File: config.mk
export PLATFORM = sky130hd
export DESIGN_NAME = ram_arbiter_flat
export DESIGN_NICKNAME = d
export VERILOG_FILES = /design/src/rtl/ram_arb_pkg.sv /design/src/rtl/ram_arbiter_if.sv /design/src/rtl/rr_arb2.sv /design/src/rtl/ram_arbiter.sv /design/src/flat_wrapper.sv
export SDC_FILE = /design/constraint.sdc
export NUM_CORES = 1
export LEC_CHECK = 0
export ABC_AREA = 1
export CAP_MARGIN = 5
export CELL_PAD_IN_SITES_DETAIL_PLACEMENT = 1
export CELL_PAD_IN_SITES_GLOBAL_PLACEMENT = 1
export CORE_UTILIZATION = 28
export DETAILED_ROUTE_END_ITERATION = 8
export PLACE_DENSITY = 0.85
export SLEW_MARGIN = 20
export SYNTH_ARGS = -nofsm -noshare
export SYNTH_HDL_FRONTEND = slang
export SYNTH_SLANG_ARGS = --single-unit
File: constraint.sdc
create_clock -name clk -period 2.44 [get_ports clk]
set_input_delay 0.244 -clock clk [delete_from_list [all_inputs] [get_ports clk]]
set_output_delay 0.244 -clock clk [all_outputs]
set_load 0.01 [all_outputs]
File: src/rtl/ram_arb_pkg.sv
// Shared widths, requester indices and small helpers for the block-RAM arbiter.
package ram_arb_pkg;
    localparam int ADDR_W    = 10;
    localparam int DATA_W    = 16;
    localparam int REQ_FETCH = 0;
    localparam int REQ_DATA  = 1;

    typedef logic [ADDR_W-1:0] addr_t;
    typedef logic [DATA_W-1:0] data_t;

    function automatic logic [1:0] idx2oh(input logic idx);
        return idx ? 2'b10 : 2'b01;
    endfunction
endpackage

File: src/rtl/ram_arbiter_if.sv
// Requester handshake plus RAM pin bundle; slave is the arbiter side, master the requester/RAM side.
interface ram_arbiter_if;
    import ram_arb_pkg::*;

    logic [1:0]         req_i;
    logic [1:0]         we_i;
    logic [1:0][ADDR_W-1:0] addr_i;
    logic [1:0][DATA_W-1:0] wdata_i;
    logic [1:0]         gnt_o;
    logic [1:0]         rvalid_o;
    data_t              rdata_o;
    logic               ena;
    logic               wea;
    addr_t              addra;
    data_t              dia;
    logic               enb;
    addr_t              addrb;
    data_t              dob;

    modport slave (
        input  req_i, we_i, addr_i, wdata_i, dob,
        output gnt_o, rvalid_o, rdata_o, ena, wea, addra, dia, enb, addrb
    );

    modport master (
        output req_i, we_i, addr_i, wdata_i, dob,
        input  gnt_o, rvalid_o, rdata_o, ena, wea, addra, dia, enb, addrb
    );
endinterface

File: src/rtl/rr_arb2.sv
// Two-way picker: round-robin with a last-granted pointer, or fixed priority to
// requester 0 when RAM_ARB_FIXED_PRIO_EN is defined.
module rr_arb2 (
    input  logic       clk,
    input  logic       rst,
    input  logic [1:0] req,
    output logic [1:0] gnt
);
`ifdef RAM_ARB_FIXED_PRIO_EN
    logic unused_clk_rst;
    assign unused_clk_rst = clk ^ rst;
    assign gnt = {req[1] & ~req[0], req[0]};
`else
    // last = index granted most recently; resets to 1 so requester 0 wins the first tie
    logic last;

    always_comb begin
        gnt = req;
        if (&req)
            gnt = last ? 2'b01 : 2'b10;
    end

    always_ff @(posedge clk or negedge rst) begin
        if (!rst)
            last <= 1'b1;
        else if (|req)
            last <= gnt[1];
    end
`endif
endmodule

File: src/rtl/ram_arbiter.sv
// Arbitrates a simple-dual-port block RAM between fetch and data requesters, one
// arbiter per port. Optional RAM_ARB_FIXED_PRIO_EN makes both ports fixed-priority.
module ram_arbiter
    import ram_arb_pkg::*;
(
    input  logic         clk,
    input  logic         rst,
    ram_arbiter_if.slave bus
);
    logic [1:0] wr_req, rd_req;
    logic [1:0] wr_gnt, rd_gnt;
    logic       wr_idx, rd_idx;
    logic       rd_tag;

    assign wr_req = bus.req_i & bus.we_i;
    assign rd_req = bus.req_i & ~bus.we_i;

    rr_arb2 u_wr_arb (.clk(clk), .rst(rst), .req(wr_req), .gnt(wr_gnt));
    rr_arb2 u_rd_arb (.clk(clk), .rst(rst), .req(rd_req), .gnt(rd_gnt));

    assign wr_idx = wr_gnt[REQ_DATA];
    assign rd_idx = rd_gnt[REQ_DATA];

    assign bus.gnt_o   = rst ? (wr_gnt | rd_gnt) : 2'b00;
    assign bus.rdata_o = bus.dob;

    always_ff @(posedge clk or negedge rst) begin
        if (!rst) begin
            bus.ena   <= 1'b0;
            bus.wea   <= 1'b0;
            bus.addra <= '0;
            bus.dia   <= '0;
        end else begin
            bus.ena <= |wr_gnt;
            bus.wea <= |wr_gnt;
            if (|wr_gnt) begin
                bus.addra <= bus.addr_i[wr_idx];
                bus.dia   <= bus.wdata_i[wr_idx];
            end
        end
    end

    // rvalid follows enb by one edge, when the RAM has presented dob
    always_ff @(posedge clk or negedge rst) begin
        if (!rst) begin
            bus.enb      <= 1'b0;
            bus.addrb    <= '0;
            rd_tag       <= 1'b0;
            bus.rvalid_o <= 2'b00;
        end else begin
            bus.enb      <= |rd_gnt;
            bus.rvalid_o <= bus.enb ? idx2oh(rd_tag) : 2'b00;
            if (|rd_gnt) begin
                bus.addrb <= bus.addr_i[rd_idx];
                rd_tag    <= rd_idx;
            end
        end
    end
endmodule

File: src/flat_wrapper.sv
// flat-port wrapper written by rule: the top's interface ports become plain ports
module ram_arbiter_flat import ram_arb_pkg::*;
  (clk, rst, bus_req_i, bus_we_i, bus_addr_i, bus_wdata_i, bus_dob, bus_gnt_o, bus_rvalid_o, bus_rdata_o, bus_ena, bus_wea, bus_addra, bus_dia, bus_enb, bus_addrb);
  ram_arbiter_if bus_i ();
  input  logic clk;
  input  logic rst;
  input wire logic [$bits(bus_i.req_i)-1:0] bus_req_i;
  input wire logic [$bits(bus_i.we_i)-1:0] bus_we_i;
  input wire logic [$bits(bus_i.addr_i)-1:0] bus_addr_i;
  input wire logic [$bits(bus_i.wdata_i)-1:0] bus_wdata_i;
  input wire logic [$bits(bus_i.dob)-1:0] bus_dob;
  output wire logic [$bits(bus_i.gnt_o)-1:0] bus_gnt_o;
  output wire logic [$bits(bus_i.rvalid_o)-1:0] bus_rvalid_o;
  output wire logic [$bits(bus_i.rdata_o)-1:0] bus_rdata_o;
  output wire logic [$bits(bus_i.ena)-1:0] bus_ena;
  output wire logic [$bits(bus_i.wea)-1:0] bus_wea;
  output wire logic [$bits(bus_i.addra)-1:0] bus_addra;
  output wire logic [$bits(bus_i.dia)-1:0] bus_dia;
  output wire logic [$bits(bus_i.enb)-1:0] bus_enb;
  output wire logic [$bits(bus_i.addrb)-1:0] bus_addrb;
  assign bus_i.req_i = bus_req_i;
  assign bus_i.we_i = bus_we_i;
  assign bus_i.addr_i = bus_addr_i;
  assign bus_i.wdata_i = bus_wdata_i;
  assign bus_i.dob = bus_dob;
  assign bus_gnt_o = bus_i.gnt_o;
  assign bus_rvalid_o = bus_i.rvalid_o;
  assign bus_rdata_o = bus_i.rdata_o;
  assign bus_ena = bus_i.ena;
  assign bus_wea = bus_i.wea;
  assign bus_addra = bus_i.addra;
  assign bus_dia = bus_i.dia;
  assign bus_enb = bus_i.enb;
  assign bus_addrb = bus_i.addrb;
  ram_arbiter u_core (.clk(clk), .rst(rst), .bus(bus_i));
endmodule
==> results of run 1 <==
==> area by class of cell <==
cell class	count	area [um2]
fillers	1029	4760
clock buffers	8	100
well taps	105	131
inverters	47	176
flip-flops and latches	43	1080
repair buffers	110	1070
multi-input cells	202	900
==> per-stage QoR <==
| stage | power [W] | utilization [%] | hold slack, ps | setup WS [ps] |
|---|---|---|---|---|
| after floorplan | 0.00115 | - | -51.6 | 1210 |
| after global placement | 0.00148 | 40.9 | 421 | 340 |
| final | 0.00199 | 42.1 | 79.7 | 319 |
| after detailed placement | 0.00150 | 40.9 | 420 | 300 |
| after CTS | 0.00202 | 42.1 | 94.6 | 296 |
| after global routing | 0.00211 | 42.1 | 119 | 214 |
==> flip-flops by register name, summed over array words and instances, names as in the netlist <==
signal                count
u_core.bus.addrb         10
u_core.u_wr_arb.last      1
u_core.bus.ena            1
u_core.bus.enb            1
u_core.u_rd_arb.last      1
u_core.bus.rvalid_o       2
u_core.bus.addra         10
u_core.rd_tag             1
u_core.bus.dia           16
==> kinds of logic after synthesis <==
family	Yosys count	share of synthesized area (%)
flip-flops	43	45.4
buffers and inverters	80	16.7
AND/OR/NAND/NOR	197	36.8
AO/OA/AOI/OAI	5	1.05
==> metal layers <==
layer | up-vias | share of wire, % | routed length, um | global-route usage, %
met5 | - | 0 | 0 | 0
met4 | 0 | 0.30 | 25 | 3.33
met3 | 6 | 5.8 | 474 | 3.96
met2 | 85 | 51 | 4210 | 36.1
met1 | 1183 | 43 | 3500 | 23.4
li1 | 1158 | - | - | -
==> power breakdown <==
part           switching (W)  total [W]  internal [W]
registers          0.0000602   0.000874      0.000814
logic               0.000283   0.000609      0.000326
clock network       0.000251   0.000510      0.000259
==> final timing paths <==
check,start,to,slack (ps),cells after the start
hold reg to reg,u_core.rd_tag$_DFFE_PN0P_,u_core.bus.rvalid_o[0]$_DFF_PN0_,460,1
setup / recovery,bus_req_i[1],bus_gnt_o[1],320,6
min in group clk,u_core.rd_tag$_DFFE_PN0P_,u_core.bus.rvalid_o[0]$_DFF_PN0_,460,1
max in group asynchronous,rst,u_core.bus.rvalid_o[1]$_DFF_PN0_,1970,2
hold / removal,rst,u_core.bus.dia[8]$_DFFE_PN0P_,80,2
setup reg to reg,u_core.u_wr_arb.last$_DFFE_PN1P_,u_core.bus.addra[0]$_DFFE_PN0P_,1170,5
==> cell usage in the layout, fill, tap and decap left out, drive strengths merged <==
cell type      synthesis  routed
clkdlybuf4s50          0      99
nand2                 86      86
nand3                 83      83
inv                   47      47
dfrtp                 41      41
nor2                  28      28
buf                   32      11
clkbuf                 1       8
o21ai                  3       3
a21oi                  2       2
dfstp                  2       2
==> summary.md, run 1 <==
## Critical path
* CP delay by family, top: buffers and inverters
* total buffers and inverters traversed by the critical path: 3
* critical path's slowest cell: clkdlybuf4s50_1
* Top cell by count, worst path: clkdlybuf4s50_1
* type of the worst setup path: in2out
* ordered list of cells on the worst path: clkdlybuf4s50_1, inv_1, nor2_1, nand2_1, a21oi_1, clkdlybuf4s50_1
* CP max stage delay: 590 ps
* data arrival time of the critical path: 1880 ps
* maximum fanout count along the critical path: 3
* crit end category: primary output
* kind of launch point of the worst setup path: input pin
* Req. time, crit path: 2200 ps

## CTS
* clock edge transition at the registers on the reported setup and hold paths: 90 ps
* clock tree from TritonCTS: yes
* number of levels the H-tree was split into: 2
* quantity of hold-fixing buffers added after cts: 0
* clock buffer depth: 2
* # resized after CTS: 0
* number of clock sinks: 43
* CTS buffer count: 5
* clock latency on the worst-skew pair: 290 ps
* buffers inserted by post-CTS timing repair: 0
* clk root buf: clkbuf_8

## STA
* max-slew violation total from the final report: 0
* Final setup violation count: 0
* Max Fclk: 472 MHz
* post-layout minimum cycle time: 2120 ps
* Worst slew margin: 61.1%
* actual slew at the worst max-slew pin: 583 ps
* period utilisation layout: 86.9%
* setup repair after global routing missed its margin: false
* final setup skew: 8.23 ps
* Setup TNS: 0 ps
* hold violation total from the final report: 0

## Global routing
* largest net degree at the start of global routing: 44
* first-pass GRT wire length: 13200 um
* overall global routing resource usage: 19.5%
* total grt overflow: 0
* antenna violations before repair: 0
* via count of the first global-routing pass: 2584

## Finish
* synthesis-to-layout area growth: 45.7%
* net count of the finished layout: 483
* antenna diode count: 0
* share of final-layout standard cells stronger than drive strength 1: 6.34%
* final design instance area without fill: 3460 um2
* non-filler instance count after layout: 515

## Synth
* synthesis warning total: 0
* prevailing post-synth register cell: dfrtp_1
* net count after synthesis: 399
* cells taking the most area after synthesis: dfrtp_1 43%, nand3_1 18%, nand2_1 13%
* syn avg cell area: 7.30 um2
* fraction of synthesized cell area taken by the top area cell type: 43.2%
* biggest area consumer among synthesized cells: dfrtp_1
* proportion of register bits with asynchronous set or reset after synthesis: 100%
* number of standard cells after synthesis: 325
* Post-synth top cells: 83 x nand2_1, 83 x nand3_1, 44 x inv_1
* count of unique library cells instantiated by Yosys: 15
* sequential cell area fraction in the yosys report: 45.4%
* number of enable flip-flop cells after synthesis: 0
* netlist area before placement: 2370 um2
* number of flip-flops and latches in the synthesized netlist: 43

## Outcome
* status: completed

## Hold path
* path category of the worst min-delay check: in2async

## Floorplanning
* vertical extent of the die: 94.1 um
* Initial Util: 28.9%
* area of the core region: 8220 um2
* Die Outline Area: 8850 um2
* die boundary width: 94.1 um
* Rows: 33
* number of I/O pins: 133

## Placed design
* count of placed standard cells including taps: 507
* Post-Place Cell Area: 3360 um2
* total of buffers placed on input and output ports: 100
* last weighted congestion value of the routability-driven placer: 0.731
* post-detailed-placement half-perimeter wirelength: 5630 um

## Routing
* remaining design rule violation count: 0
* vias after detailed routing: 2432
* number of nets still failing antenna checks after routing: 0
* final routed wirelength across all metal layers: 8210 um
* Pre-Repair DR Iteration Count: 4
* Routed WL per cell: 15.9 um
* Initial DRC Count: 88
* average via count per standard cell: 4.72

## Pwr
* peak supply drop: 233 uV
* power density over the cells: 576 nW/um2
* Static Leakage: 1.72 nW

## Job
* max-capacitance violation count: 0

(Power assumes the default switching activity.)
==> run 2, diff against run 1 <==
- CORE_UTILIZATION: 28 -> 26
- PLACE_DENSITY: 0.85 -> 0.79
- clock period: 2.44 -> 2.1 ns (I/O delays scaled with it)
==> summary.md, run 2 (same netlist as run 1, synthesis figures left out) <==
## Outcome
* status: completed

## Global routing
* via count of the first global-routing pass: 2658, +2.9%
* first-pass GRT wire length: 13400 um, +1.5%
* antenna violations before repair: 0, unchanged
* total grt overflow: 0, unchanged
* most utilized layer in the global route result: met2
* overall global routing resource usage: 17.9%, -1.7 points
* largest net degree at the start of global routing: 44, unchanged
* met1 Track Usage GR: 20.3%, -3.1 points
* routing usage on met3: 3.45%, -0.51 points
* met2 GRT Util: 33.4%, -2.7 points

## Finish
* most used cells in the layout excluding fill and tap cells: 98 x clkdlybuf4s50_1, 83 x nand2_1, 83 x nand3_1, 44 x inv_1, 41 x dfrtp_1
* final standard cell utilization of the core: 39.6%, -2.4 points
* number of fill cells in the layout: 1101, +7.0%
* register bank with the most flops: u_core.bus.dia
* share of final-layout standard cells stronger than drive strength 1: 6.57%, +0.23 points
* registers with the most flip-flops: u_core.bus.dia x16, u_core.bus.addra x10, u_core.bus.addrb x10
* antenna diode count: 0, unchanged
* net count of the finished layout: 484, +0.21%
* flip-flop count of the largest register, all copies and words added: 16, unchanged
* most common cell after layout, fill and taps aside: clkdlybuf4s50_1
* synthesis-to-layout area growth: 46.4%

## STA
* post-layout minimum cycle time: 1970 ps
* smallest setup slack after layout: 126 ps, -194 ps
* final-layout worst hold slack: 35.9 ps, -43.8 ps
* Setup TNS: 0 ps, unchanged
* Max Fclk: 506 MHz
* hold violation total from the final report: 0, unchanged
* max-slew violation total from the final report: 0, unchanged
* Worst slew margin: 61.7%, +0.53 points
* actual slew at the worst max-slew pin: 575 ps, -7.99 ps
* setup repair after global routing missed its margin: false
* Final setup violation count: 0, unchanged
* period utilisation layout: 94.0%
* final setup skew: 8.68 ps, +0.449 ps

## Pwr
* switching portion of total power: 30.1%, +0.27 points
* Static Leakage: 1.74 nW, +1.2%
* Reg power frac: 44.5%, +0.6 points
* Power Total: 0.00228 W, +15%
* internal power of the cells: 0.00160 W, +14%
* net switching component of the power: 0.000686 W, +16%
* Comb pwr share: 31.3%, +0.8 points
* peak supply drop: 262 uV, +12%
* power density over the cells: 657 nW/um2, +14%
* portion of total power attributed to the clock network: 24.2%, -1.4 points

## CTS
* clk root buf: clkbuf_8
* clock latency on the worst-skew pair: 300 ps, about the same
* clock edge transition at the registers on the reported setup and hold paths: 80 ps, about the same
* clock buffer depth: 2, unchanged
* # resized after CTS: 0, unchanged
* quantity of hold-fixing buffers added after cts: 0, unchanged
* buffers inserted by post-CTS timing repair: 0, unchanged
* CTS buffer count: 5, unchanged
* clock tree from TritonCTS: yes
* number of levels the H-tree was split into: 2, unchanged
* number of clock sinks: 43, unchanged

## Critical path
* ordered list of cells on the worst path: clkdlybuf4s50_1, inv_1, nand2_1, inv_1, o21ai_0, a21oi_1, clkdlybuf4s50_1
* Req. time, crit path: 1890 ps, -310 ps
* CP max stage delay: 600 ps, about the same
* data arrival time of the critical path: 1760 ps, -120 ps
* type of the worst setup path: in2out
* maximum fanout count along the critical path: 2, -1
* crit end category: primary output
* critical path's slowest cell: clkdlybuf4s50_1
* kind of launch point of the worst setup path: input pin

## Routing
* remaining design rule violation count: 0, unchanged
* Routed WL per cell: 15.8 um, -0.57%
* number of nets still failing antenna checks after routing: 0, unchanged
* vias after detailed routing: 2420, -0.49%
* final routed wirelength across all metal layers: 8220 um, +0.21%
* Initial DRC Count: 50, -43%
* Pre-Repair DR Iteration Count: 4, unchanged
* average via count per standard cell: 4.66, -1.3%

## Floorplanning
* vertical extent of the die: 97.5 um, +3.7%
* Rows: 34, +3.0%
* Die Outline Area: 9520 um2, +7.5%
* number of I/O pins: 133, unchanged
* die boundary width: 97.5 um, +3.7%
* Initial Util: 27.1%, -1.8 points
* area of the core region: 8760 um2, +6.7%

## Placed design
* post-placement setup slack: 102 ps, -197 ps
* post-detailed-placement half-perimeter wirelength: 5720 um, +1.6%
* total of buffers placed on input and output ports: 100, unchanged
* last weighted congestion value of the routability-driven placer: 0.704, -3.8%

## Hold path
* path category of the worst min-delay check: in2async

## Job
* max-capacitance violation count: 0, unchanged

## run 2: cell types whose count changed in the layout (fill, tap and decap cells not counted), sizes merged
cell,before,now
buf,11,12
clkbuf,8,7
clkdlybuf4s50,99,98
clkinv,0,1
dlymetal6s2s,0,1
## run 2: per-stage QoR
step           cell area [um2]  cells
2_1_floorplan             2370    325
3_3_place_gp              3380    511
3_5_place_dp              3380    511
4_1_cts                   3470    519
5_1_grt                   3470    519
6_report                  3470    519
## run 2: worst paths after layout
path	startpoint	end	slack, ps	cells past startpoint
worst max register to register	u_core.u_wr_arb.last$_DFFE_PN1P_	u_core.bus.dia[8]$_DFFE_PN0P_	800	5
max in group asynchronous	rst	u_core.bus.addrb[3]$_DFFE_PN0P_	1670	2
worst min-delay path	rst	u_core.bus.addra[1]$_DFFE_PN0P_	40	2
min in group clk	bus_dob[2]	bus_rdata_o[2]	420	0
worst min register to register	u_core.rd_tag$_DFFE_PN0P_	u_core.bus.rvalid_o[0]$_DFF_PN0_	460	1
worst max-delay path	bus_we_i[0]	bus_gnt_o[0]	130	7
## run 2: power groups by stage
stage	sequential (W)	combinational [W]	clock, W
after floorplan	0.00107	0.000264	0
after global placement	0.00103	0.000706	0
after detailed placement	0.00103	0.000726	0
after CTS	0.00102	0.000729	0.000587
after global routing	0.00103	0.000781	0.000611
final	0.00101	0.000714	0.000553
## run 2: critical path: cells and delay by family
family,cells,cell delay (ps)
simple gates,1,80
buf+inv,4,1250
compound gates,2,230
## run 2: area by class of cell
type                    instances  area [um2]  area share [%]
repair buffers                111        1090            31.5
flip-flops and latches         43        1080            31.0
well taps                     108         135            3.89
clock buffers                   7        86.3            2.48
multi-input cells             202         900            25.9
clock inverters                 1        5.00           0.144
inverters                      47         176            5.08
## run 2: routing by layer
layer / wire, um / up-vias
met3: 354 / 14
met4: 110 / 0
li1: - / 1161
met5: 0 / -
met2: 4330 / 67
met1: 3430 / 1178
==> run 3, diff against run 2 <==
- ABC_AREA: 1 -> default
==> summary.md, run 3 <==
## Outcome
* status: completed

## Floorplanning
* die boundary width: 90.2 um, -7.6%
* Initial Util: 27.4%, +0.33 points
* area of the core region: 7370 um2, -16%
* vertical extent of the die: 90.2 um, -7.6%
* Rows: 31, -8.8%
* number of I/O pins: 133, unchanged
* Die Outline Area: 8130 um2, -15%

## Hold path
* path category of the worst min-delay check: in2out
* Min-Delay Path Depth: 0

## Synth
* net count after synthesis: 242, -39%
* count of unique library cells instantiated by Yosys: 25, +10
* fraction of synthesized cell area taken by the top area cell type: 50.8%, +7.5 points
* biggest area consumer among synthesized cells: dfrtp_1
* number of enable flip-flop cells after synthesis: 0, unchanged
* cells taking the most area after synthesis: dfrtp_1 51%, a221o_1 18%, and2_1 8.4%
* area fraction in compound gates after synthesis: 21.9%, +21 points
* area fraction in and, or, nand and nor cells after synthesis: 15.3%, -22 points
* Post-synth top cells: 41 x dfrtp_1, 36 x a221o_1, 27 x and2_1
* syn avg cell area: 12.0 um2, +65%
* prevailing post-synth register cell: dfrtp_1
* proportion of register bits with asynchronous set or reset after synthesis: 100%, unchanged
* cell with the most instances after synthesis: dfrtp_1
* synthesis warning total: 0, unchanged
* sequential cell area fraction in the yosys report: 53.4%, +7.9 points
* dominant combinational cell family by area after synthesis: compound AO/OA/AOI/OAI gates
* number of flip-flops and latches in the synthesized netlist: 43, unchanged
* adder-cell area share of the yosys netlist: 0%, unchanged
* number of standard cells after synthesis: 168, -48%
* netlist area before placement: 2020 um2, -15%
* mux contribution to synthesized area: 0%, unchanged
* synthesized-area fraction occupied by xor and xnor cells: 0%, unchanged

## Finish
* most used cells in the layout excluding fill and tap cells: 97 x clkdlybuf4s50_1, 41 x dfrtp_1, 36 x a221o_1, 27 x and2_1, 13 x buf_4
* most common cell after layout, fill and taps aside: clkdlybuf4s50_1
* share of final-layout standard cells stronger than drive strength 1: 9.89%, +3.3 points
* net count of the finished layout: 336, -31%
* antenna diode count: 0, unchanged
* final standard cell utilization of the core: 42.8%, +3.1 points
* synthesis-to-layout area growth: 56.0%
* flip-flop count of the largest register, all copies and words added: 16, unchanged
* final design instance area without fill: 3150 um2, -9.3%
* register bank with the most flops: u_core.bus.dia
* registers with the most flip-flops: u_core.bus.dia x16, u_core.bus.addra x10, u_core.bus.addrb x10
* number of fill cells in the layout: 825, -25%

## Critical path
* data arrival time of the critical path: 1640 ps, -120 ps
* kind of launch point of the worst setup path: input pin
* type of the worst setup path: in2out
* Req. time, crit path: 1890 ps, about the same
* crit end category: primary output
* maximum fanout count along the critical path: 4, +2
* Worst R2R Path Depth: 3, -2

## STA
* Worst slew margin: 57.2%, -4.5 points
* actual slew at the worst max-slew pin: 642 ps, +67.0 ps
* Max Fclk: 541 MHz, +6.9%
* period utilisation layout: 88.0%, -6.1 points
* setup repair after global routing missed its margin: false
* Final setup violation count: 0, unchanged
* final setup skew: 9.51 ps, +0.836 ps
* hold violation total from the final report: 0, unchanged
* post-layout minimum cycle time: 1850 ps, -127 ps
* smallest setup slack after layout: 253 ps, +127 ps
* max-slew violation total from the final report: 0, unchanged

## Placed design
* Post-Place Cell Area: 3060 um2, -9.6%
* last weighted congestion value of the routability-driven placer: 0.695, -1.2%
* total of buffers placed on input and output ports: 100, unchanged
* post-detailed-placement half-perimeter wirelength: 4590 um, -20%
* post-placement setup slack: -72.1 ps, -174 ps

## Global routing
* antenna violations before repair: 0, unchanged
* via count of the first global-routing pass: 1976, -26%
* first-pass GRT wire length: 10400 um, -22%
* total grt overflow: 0, unchanged
* overall global routing resource usage: 16.2%, -1.7 points
* largest net degree at the start of global routing: 28, -36%

## CTS
* clock tree from TritonCTS: yes
* clk root buf: clkbuf_8
* clock latency on the worst-skew pair: 290 ps, about the same
* CTS buffer count: 5, unchanged
* clock buffer depth: 2, unchanged
* number of clock sinks: 43, unchanged
* buffers inserted by post-CTS timing repair: 0, unchanged
* number of levels the H-tree was split into: 2, unchanged

## Pwr
* power density over the cells: 702 nW/um2, +6.9%
* peak supply drop: 252 uV, -3.6%
* Static Leakage: 1.32 nW, -24%

## Routing
* Initial DRC Count: 63, +26%
* Routed WL per cell: 17.7 um, +12%
* final routed wirelength across all metal layers: 6420 um, -22%
* remaining design rule violation count: 0, unchanged
* Pre-Repair DR Iteration Count: 4, unchanged
* average via count per standard cell: 4.86, +4.3%
* number of nets still failing antenna checks after routing: 0, unchanged
* vias after detailed routing: 1760, -27%

## Job
* max-capacitance violation count: 0, unchanged

-- run 3: cell count changes in the layout (fill, tap and decap cells not counted), sizes merged, moves of 26 or more --
cell	delta
nor2	-26
and2	+27
a221o	+36
nand2	-81
nand3	-83
inv	-46
-- run 3: cell families (layout without fill, tap and decap cells) --
group / count (synthesis) / after routing
AO/OA/AOI/OAI: 47 / 47
flip-flops: 43 / 43
AND/OR/NAND/NOR: 50 / 50
buffers and inverters: 28 / 123
-- run 3: power by group --
group,total (W),switching (W),internal [W]
Sequential,0.00102,0.0000687,0.000951
Clock,0.000503,0.000269,0.000234
Combinational,0.000690,0.000266,0.000424
Total,0.00221,0.000604,0.00161
-- run 3: per-layer routing --
layer	vias up	global-route usage, %	share of wire, %	wire length, um
li1	801	-	-	-
met1	894	20.9	44	2830
met2	61	27.0	49	3170
met3	4	3.81	6.1	394
met4	0	4.44	0.36	23
met5	-	0	0	0
-- run 3: area by class of cell --
type	instances	area (um2)	area share, %
Inverter	1	3.75	0.119
Clock inverter	1	5.00	0.159
Timing Repair Buffer	114	1100	35.1
Multi-Input combinational cell	97	759	24.1
Clock buffer	7	76.3	2.42
Tap cell	99	124	3.93
Sequential cell	43	1080	34.2
-- run 3: stage by stage --
step                      cells  total power (W)  hold WS (ps)  setup TNS, ps
after CTS                   362          0.00225           420              0
after global routing        362          0.00233           420              0
after floorplan             168          0.00132         -85.6              0
after detailed placement    353          0.00173           249          -72.1
after global placement      353          0.00171           260              0
final                       362          0.00221           420              0
-- run 3: final timing paths --
| kind | start | to | slack, ps |
|---|---|---|---|
| worst min register to register | u_core.rd_tag$_DFFE_PN0P_ | u_core.bus.rvalid_o[0]$_DFF_PN0_ | 460 |
| worst max register to register | u_core.u_rd_arb.last$_DFFE_PN1P_ | u_core.bus.addrb[8]$_DFFE_PN0P_ | 610 |
| worst min-delay path | bus_dob[0] | bus_rdata_o[0] | 420 |
| worst max-delay path | bus_req_i[1] | bus_gnt_o[1] | 250 |
| max in group asynchronous | rst | u_core.bus.addra[9]$_DFFE_PN0P_ | 1260 |
| min in group asynchronous | rst | u_core.bus.dia[4]$_DFFE_PN0P_ | 510 |
-- run 3: critical path, cell delays in order --
cell             delay (ps)
clkdlybuf4s50_1         550
nor2b_1                 210
a21boi_2                220
o21a_1                  150
dlygate4sd2_1           300
-- run 3: repair_timing --
item | in CTS | in global routing
endpoints found under the setup margin | 1 | 1
hold buffers | 1 | 0
cloned | 0 | 0
resized for setup | 2 | 1
endpoints found under the hold margin | 19 | 0
